File: src/rtl/fetch_stage.sv
// -----------------------------------------------------------------------------
// fetch_stage
//
// Instruction-fetch stage of the 4-stage pipeline. It owns the program counter,
// issues reads to the synchronous instruction ROM (1-cycle read latency), and
// loads {pc, instr} into the IF/ID pipeline register for decode.
//
// Stall from the hazard unit holds the PC and the IF/ID register. The word
// already in flight from the ROM when a stall begins goes into a 1-entry skid
// buffer, so it is neither lost nor fetched twice. Flush redirects fetch to a
// branch/jump target, discards all in-flight state and has priority over stall.
//
// Ports
//   clock        in   1   rising-edge clock
//   reset        in   1   asynchronous, active-high reset
//   stall        in   1   hold IF/ID register and PC
//   flush        in   1   redirect fetch to redirect_pc (wins over stall)
//   redirect_pc  in   32  branch/jump target; bits [1:0] are forced to 0
//   imem_addr    out  32  ROM read address (always the current PC)
//   imem_en      out  1   this cycle's ROM read is a real issue
//   imem_data    in   32  ROM read data, valid one cycle after its address
//   if_valid     out  1   IF/ID register holds a real instruction
//   if_pc        out  32  PC of if_instr
//   if_pc_plus4  out  32  if_pc + 4 (wraps mod 2^32)
//   if_instr     out  32  fetched instruction (NOP_INSTR when not valid)
// -----------------------------------------------------------------------------
module fetch_stage #(
   parameter logic [31:0] PC_RESET  = 32'h0040_0000,
   parameter logic [31:0] NOP_INSTR = 32'h0000_0000
) (
   input  logic        clock,
   input  logic        reset,
   input  logic        stall,
   input  logic        flush,
   input  logic [31:0] redirect_pc,
   output logic [31:0] imem_addr,
   output logic        imem_en,
   input  logic [31:0] imem_data,
   output logic        if_valid,
   output logic [31:0] if_pc,
   output logic [31:0] if_pc_plus4,
   output logic [31:0] if_instr
);

   // What the stage does at the next edge, resolved with flush > stall > run.
   typedef enum logic [1:0] {
      MODE_RUN,
      MODE_STALL,
      MODE_FLUSH
   } mode_t;

   mode_t mode;

   // Fetch PC
   logic [31:0] pc_r;
   logic [31:0] pc_nxt;

   // Read issued last cycle; its data is on imem_data this cycle
   logic        rsp_valid;
   logic [31:0] rsp_pc;
   logic        rsp_valid_nxt;
   logic [31:0] rsp_pc_nxt;

   // Skid entry: in-flight word captured when a stall began
   logic        sk_valid;
   logic [31:0] sk_pc;
   logic [31:0] sk_instr;
   logic        sk_valid_nxt;
   logic [31:0] sk_pc_nxt;
   logic [31:0] sk_instr_nxt;

   // IF/ID register next values
   logic        if_valid_nxt;
   logic [31:0] if_pc_nxt;
   logic [31:0] if_instr_nxt;

   // Targets are word aligned; the low two redirect bits carry no information.
   logic        redirect_low_unused;
   assign redirect_low_unused = ^redirect_pc[1:0];

   // --------------------------------------------------------------------------
   // Mode decode
   // --------------------------------------------------------------------------
   always_comb begin
      if (flush) begin
         mode = MODE_FLUSH;
      end else if (stall) begin
         mode = MODE_STALL;
      end else begin
         mode = MODE_RUN;
      end
   end

   // --------------------------------------------------------------------------
   // ROM interface
   // --------------------------------------------------------------------------
   assign imem_addr   = pc_r;
   assign imem_en     = !reset && (mode == MODE_RUN);
   assign if_pc_plus4 = if_pc + 32'd4;

   // --------------------------------------------------------------------------
   // Next-state logic
   // --------------------------------------------------------------------------
   // NOTE: every signal gets a hold default before the case so no path leaves
   // it unassigned; otherwise synthesis infers a latch.
   always_comb begin
      pc_nxt        = pc_r;
      rsp_valid_nxt = rsp_valid;
      rsp_pc_nxt    = rsp_pc;
      sk_valid_nxt  = sk_valid;
      sk_pc_nxt     = sk_pc;
      sk_instr_nxt  = sk_instr;
      if_valid_nxt  = if_valid;
      if_pc_nxt     = if_pc;
      if_instr_nxt  = if_instr;

      unique case (mode)
         MODE_FLUSH: begin
            // Everything in flight belongs to the wrong path. The target is
            // issued next cycle, giving a two-cycle redirect bubble.
            pc_nxt        = {redirect_pc[31:2], 2'b00};
            rsp_valid_nxt = 1'b0;
            sk_valid_nxt  = 1'b0;
            if_valid_nxt  = 1'b0;
            if_instr_nxt  = NOP_INSTR;
         end

         MODE_STALL: begin
            // No issue while stalled, so at most the first stall cycle can
            // see a returning word; the single skid entry is always enough.
            rsp_valid_nxt = 1'b0;
            if (rsp_valid) begin
               sk_valid_nxt = 1'b1;
               sk_pc_nxt    = rsp_pc;
               sk_instr_nxt = imem_data;
            end
         end

         default: begin // MODE_RUN
            rsp_valid_nxt = 1'b1;
            rsp_pc_nxt    = pc_r;
            pc_nxt        = pc_r + 32'd4;

            // A valid skid entry is always older than any ROM response:
            // nothing was issued while it was being held.
            if (sk_valid) begin
               if_valid_nxt = 1'b1;
               if_pc_nxt    = sk_pc;
               if_instr_nxt = sk_instr;
               sk_valid_nxt = 1'b0;
            end else if (rsp_valid) begin
               if_valid_nxt = 1'b1;
               if_pc_nxt    = rsp_pc;
               if_instr_nxt = imem_data;
            end else begin
               if_valid_nxt = 1'b0;
               if_instr_nxt = NOP_INSTR;
            end
         end
      endcase
   end

   // --------------------------------------------------------------------------
   // State registers
   // --------------------------------------------------------------------------
   // NOTE: sequential state uses non-blocking assignments so every register
   // samples pre-edge values regardless of statement order.
   always_ff @(posedge clock or posedge reset) begin
      if (reset) begin
         pc_r      <= PC_RESET;
         rsp_valid <= 1'b0;
         rsp_pc    <= '0;
         sk_valid  <= 1'b0;
         sk_pc     <= '0;
         sk_instr  <= '0;
         if_valid  <= 1'b0;
         if_pc     <= '0;
         if_instr  <= NOP_INSTR;
      end else begin
         pc_r      <= pc_nxt;
         rsp_valid <= rsp_valid_nxt;
         rsp_pc    <= rsp_pc_nxt;
         sk_valid  <= sk_valid_nxt;
         sk_pc     <= sk_pc_nxt;
         sk_instr  <= sk_instr_nxt;
         if_valid  <= if_valid_nxt;
         if_pc     <= if_pc_nxt;
         if_instr  <= if_instr_nxt;
      end
   end

endmodule

File: config.mk
export PLATFORM = sky130hd
export DESIGN_NAME = fetch_stage
export DESIGN_NICKNAME = d
export VERILOG_FILES = /design/src/rtl/fetch_stage.sv
export SDC_FILE = /design/constraint.sdc
export NUM_CORES = 1
export LEC_CHECK = 0
export BUFFER_PORTS_ARGS = -buffer_cell sky130_fd_sc_hd__buf_2
export CAP_MARGIN = 5
export CORE_MARGIN = 2
export CORE_UTILIZATION = 54
export CTS_CLUSTER_DIAMETER = 150
export DETAILED_ROUTE_END_ITERATION = 6
export PLACE_DENSITY = 0.8
export SKIP_LAST_GASP = 1
export SYNTH_ARGS = -nofsm -noshare
export SYNTH_HDL_FRONTEND = slang
export SYNTH_SLANG_ARGS = --single-unit
File: constraint.sdc
create_clock -name clock -period 8.9 [get_ports clock]
set_input_delay 1.78 -clock clock [delete_from_list [all_inputs] [get_ports clock]]
set_output_delay 1.78 -clock clock [all_outputs]
set_load 0.01 [all_outputs]
==> metrics.md, run 1 <==
| Metric | Value |
|---|---|
| Die ar. | roughly 17000 um^2 |
| Core area | between 15000 and 20000 um^2 |
| Residual DRC | 0 |
| Layout Nets | about 1000 |
| Starting density of the core | 0.552 |
| Cell area after layout | ~10000 um^2 |
| Pleak | about 0.0046 uW |
| Crit path capture type | output pin |
| Tot Pwr | ~2400 uW |
| Tot GR Track Use | 0.233 |
| Hold Vio Cnt, Final | 0 |
| GR Util met1 | 0.303 |
| Port bufs | 189 |
| Tmin final | about 4500 ps |
| Die Wd | between 100 and 150 um |
| Register-to-Register Setup Slack | between 6000 and 7000 ps |
| Slew margin rel. | 0.359 |
| Largest net degree at the start of global routing | 133 |
| Most frequent cell after synthesis | dfrtp_1 |
| Mapped Area | 8770 um^2 |
| VDD IR max | between 100 and 150 uV |
| EDFF count, synth | 0 |
| Setup TNS | 0 ps |
| First DRT Iteration DRCs | 364 |
| Setup WS post-layout | 4400 ps |
| Hold Crit Class | flop to flop |
| Deepest clock path buffer count | 2 |
| Fmax | ~0.22 GHz |
| H-tree depth | 4 |
| Slew Viols, Final | 0 |
| IO Pins | a little under 200 |
| # clock sinks | ~190 |
| CTS tree | built |
| Max_cap viols | 0 |
| CTS Hold Bufs | 0 |
| Worst-Margin Slew | between 900 and 1000 ps |
| Drt first pass iters | 5 |
| Worst path arrival time | about 2700 ps |
| Clock Tree Root | clkbuf_16 |
| RSZ-0062 raised after global routing | no |
| Max Clock Skew | roughly 5.7 ps |
| Rows | 46 |
| Post_cts resized | 0 |
| Routed WL | about 20 mm |
| Met3 usage | 0.0586 |
| Initial antenna violation count | 3 |
| Post-Place Cell Area | around 9900 um^2 |
| Yosys Warn Count | 0 |
| Asr flop ratio synth | 1.00 |
| Clock Pin Slew Worst Setup and Hold Paths | around 60 ps |
| Synth cell types | 45 |
| Largest cells by area after synthesis | dfrtp_1 53%, mux2_2 12%, mux2i_1 3.5% |
| Grt met2 use | 0.380 |
| Drt via density | about 5.7 |
| Yosys top cell area share | 0.531 |
| Worst skew pair latency | roughly 420 ps |
| Register area share after synthesis | 0.534 |
| Area grow syn2layout | 19.3% |
| Biggest area consumer among synthesized cells | dfrtp_1 |
| Final GP Congestion | around 0.86 |
| Main synth FF type | dfrtp_1 |
| Post-Place Setup Slack | roughly 4300 ps |
| Fin crit share | 0.505 |
| Vias | 6745 |
| Critical path class | input pin to output pin |
| P per Cell Area | 231 nW/um^2 |
| Status | completed |
| Worst Hold Path Cells | 1 |
| Die H | 131 um |
| DRT antenna net count | 0 |
| Avg Inst Size Synth | approximately 11 um^2 |
| Vias in the first global route | 6453 |
| Final Util | 0.659 |
| Final setup viols | 0 |
| Number of synthesized register bits | between 150 and 200 |
| Synth Instances | between 700 and 800 |
| First-pass GRT wire length | ~33 mm |
| Num CTS Buffers | 17 |
| Post-CTS Setup Bufs | 0 |
| Crit start category | input pin |
| CP Max Fanout | 75 |
| Proportion of layout cells with a drive suffix above 1 | 0.339 |
| Top cells by count, synth | 186 x dfrtp_1, 92 x mux2_2, 65 x nor2_1, 54 x a21oi_1, 49 x nand2_1 |
| Total gr overflow | 0 |
| Post-DR wirelength/cell | around 17 um |
| Post-DP HPWL | 13.2 mm |
| Worst-case reg-to-reg path depth | 3 |
| Crit path required time | between 7000 and 8000 ps |
| Top Usage Layer GRT | met2 |
-- cell families after synthesis --
| logic type | count (synthesis) | share of synthesized area |
|---|---|---|
| flip-flops | 187 | 0.534 |
| XOR/XNOR | 41 | 0.0409 |
| buffers and inverters | 63 | 0.0297 |
| AND/OR/NAND/NOR | 262 | 0.156 |
| other | 1 | 0.000427 |
| AO/OA/AOI/OAI | 117 | 0.0829 |
| multiplexers | 123 | 0.153 |
| adder cells (fa/ha/maj) | 2 | 0.00285 |
-- worst max-delay path, stage by stage --
cell	delay (ps)
buf_2	80
buf_4	550
nor3_1	120
buf_2	170
-- cells in the final DEF, fill, tap and decap left out, types with 3 or more instances in the layout --
cell,count
conb_1,6
a221oi_1,21
nand3b_1,13
nor3_1,33
nand3_1,21
a21oi_1,54
nor2_1,64
clkbuf_16,17
or4_1,10
inv_1,6
and4_1,10
clkinv_4,5
bufinv_16,3
mux2_2,92
nand2_1,48
nor2b_1,25
xor2_1,19
dfrtp_1,185
o21ai_0,15
buf_2,189
xnor2_1,22
o311ai_0,3
nor4_1,6
nand4_1,13
mux2i_1,31
a31oi_1,10
o31ai_1,8
buf_4,8
-- state kept, by name, indices dropped and copies added, names as in the netlist --
name       flops
imem_addr     30
if_pc         30
sk_instr      32
if_valid       1
sk_valid       1
if_instr      32
sk_pc         30
rsp_pc        30
rsp_valid      1
-- stage by stage --
stage	hold WS, ps	instances
CTS	495	1191
finish	491	1192
floorplan	479	801
global route	518	1191
global placement	458	1159
detailed placement	480	1159
-- worst paths after layout --
path / endpoint / start
max: imem_en / stall
min: if_valid / if_valid
min reg2reg: if_valid / if_valid
min in group asynchronous: if_instr[31] / reset
max in group asynchronous: sk_pc[17] / reset
max reg2reg: sk_instr[14] / rsp_valid
-- power by group --
group,total (uW),internal (uW),switching [uW]
clock network,778,452,326
registers,1160,1010,144
logic,489,246,242
-- cell type report --
type	instances	area, um^2
diodes	1	2.50
clock buffers	19	443
clock inverters	13	168
fillers	1262	5420
inverters	8	37.5
multi-input cells	551	3860
flip-flops and latches	187	4680
well taps	216	270
repair buffers	197	1010
-- layer usage --
metal | part of all wire | up-vias | wire length [um]
li1 | - | 3196 | -
met1 | 0.43 | 3296 | 8580
met2 | 0.48 | 217 | 9650
met3 | 0.064 | 32 | 1280
met4 | 0.019 | 4 | 387
met5 | 0.0011 | - | 21
Note: power is estimated with default switching activity, not from simulation.
==> inputs of run 2 (changes only) <==
CORE_UTILIZATION = 49   (was 54)
PLACE_DENSITY = 0.76   (was 0.8)
clock period = 4.02 ns   (was 8.9 ns; I/O delays follow)
==> metrics.md, run 2 (synthesis results as in run 1) <==
| Metric | Value |
|---|---|
| Pleak | 0.00469 uW (+1.3%) |
| VDD IR max | 308 uV (+150%) |
| Die Wd | 138 um (+4.8%) |
| Die ar. | 19000 um^2 (+9.9%) |
| Post-DP HPWL | 14.0 mm (+6.7%) |
| Final setup viols | 0 (unchanged) |
| Final GP Congestion | 0.926 (+8.1%) |
| Drt first pass iters | 4 (-1) |
| First DRT Iteration DRCs | 327 (-10%) |
| Worst-Margin Slew | 927 ps (-34.0 ps) |
| DRT antenna net count | 0 (unchanged) |
| Register-to-Register Setup Slack | 1820 ps (-4810 ps) |
| Crit start category | flop |
| Post_cts resized | 0 (unchanged) |
| Max Clock Skew | 7.68 ps (+2.01 ps) |
| CTS tree | built |
| CP Max Fanout | 10 (-87%) |
| Setup TNS | 0 ps (unchanged) |
| Tot GR Track Use | 0.219 (-0.0137) |
| Vias | 6679 (-0.98%) |
| Commonest non-fill, non-tap cell in the layout | buf_2 |
| Hold Vio Cnt, Final | 0 (unchanged) |
| H-tree depth | 4 (unchanged) |
| Slew Viols, Final | 0 (unchanged) |
| Status | completed |
| Total gr overflow | 0 (unchanged) |
| CTS Hold Bufs | 0 (unchanged) |
| First-pass GRT wire length | 31.9 mm (-2.3%) |
| RSZ-0062 raised after global routing | no |
| Routed WL | 20.4 mm (+2.4%) |
| Starting density of the core | 0.504 (-0.0486) |
| Layout Nets | 1038 (+0.58%) |
| Deepest clock path buffer count | 2 (unchanged) |
| Tmin final | 3030 ps |
| Max_cap viols | 0 (unchanged) |
| Top Registers | if_instr (32), sk_instr (32) |
| Post-CTS Setup Bufs | 0 (unchanged) |
| Vias in the first global route | 6212 (-3.7%) |
| Post-Place Setup Slack | 1130 ps (-3130 ps) |
| Setup WS post-layout | 995 ps (-3410 ps) |
| Num CTS Buffers | 17 (unchanged) |
| Residual DRC | 0 (unchanged) |
| Commonest cells after routing, fill and taps aside | 189 x buf_2, 185 x dfrtp_1, 92 x mux2_2 |
| Fin crit share | 0.753 |
| Worst path arrival time | 2220 ps (-500 ps) |
| Proportion of layout cells with a drive suffix above 1 | 0.345 (+0.00506) |
| IO Pins | 198 (unchanged) |
| Fillers | 1469 (+16%) |
| Core area | 17400 um^2 (+9.6%) |
| Initial antenna violation count | 2 (-1) |
| Die H | 138 um (+4.8%) |
| Slew margin rel. | 0.381 (+0.0214) |
| Post-DR wirelength/cell | 16.9 um (+1.1%) |
| Crit path required time | 3220 ps (-3900 ps) |
| # clock sinks | 187 (unchanged) |
| Fmax | between 0.3 and 0.4 GHz |
| Largest net degree at the start of global routing | 68 (-49%) |
| Critical path class | flop to output pin |
| Clock Pin Slew Worst Setup and Hold Paths | 60 ps (about the same) |
| Drt via density | 5.53 (-2.3%) |
| Clock Tree Root | clkbuf_16 |
| Register area | 4680 um^2 (unchanged) |
| Hold Crit Class | flop to flop |
| P per Cell Area | 513 nW/um^2 (+120%) |
| Footprint of the multi-input gates | 3860 um^2 (unchanged) |
| Crit path capture type | output pin |
| Rows | 48 (+4.3%) |
| Worst skew pair latency | 430 ps (about the same) |
| Port bufs | 189 (unchanged) |
| Area grow syn2layout | 20.7% |
[run 2: where the power goes]
| group | internal, uW | total, uW | leakage [uW] | switching, uW |
|---|---|---|---|---|
| combinational | 552 | 1080 | 0.00211 | 530 |
| sequential | 2240 | 2560 | 0.00226 | 325 |
| clock | 1060 | 1780 | 0.000316 | 724 |
| total | 3850 | 5430 | 0.00469 | 1580 |
[run 2: final timing paths]
path / endpoint / cells past startpoint / start
min in group asynchronous: sk_instr[25] / 2 / reset
max reg2reg: imem_addr[28] / 4 / imem_addr[18]
min: if_valid / 1 / if_valid
max in group asynchronous: sk_pc[6] / 3 / reset
min reg2reg: if_valid / 1 / if_valid
max: if_pc_plus4[29] / 5 / if_pc[7]
[run 2: cell type report]
type,count,area share
Sequential cell,187,0.442
Antenna cell,2,0.000473
Clock inverter,11,0.0147
Multi-Input combinational cell,551,0.365
Inverter,8,0.00319
Clock buffer,21,0.0454
Timing Repair Buffer,203,0.103
Tap cell,225,0.0266
[run 2: layer usage]
layer	global-route usage	wire length [um]	up-vias
li1	-	-	3208
met1	0.283	8630	3250
met2	0.354	9920	199
met3	0.0640	1460	22
met4	0.0777	385	0
met5	0	0	-
[run 2: per-stage QoR]
step	instances	utilization	total power, uW	hold WS (ps)	cell area (um^2)
2_1_floorplan	801	-	3240	479	8800
3_3_place_gp	1174	0.571	3630	457	9950
3_5_place_dp	1174	0.571	3680	460	9950
4_1_cts	1206	0.608	5470	475	10600
5_1_grt	1206	0.608	5720	482	10600
6_report	1208	0.608	5430	471	10600
[run 2: worst max-delay path, cell delays in order (launching register included)]
cell and delay, ps:
dfrtp_1 450, and4_1 280, nand4_1 400, nor3b_1 370, xor2_1 160, buf_2 140
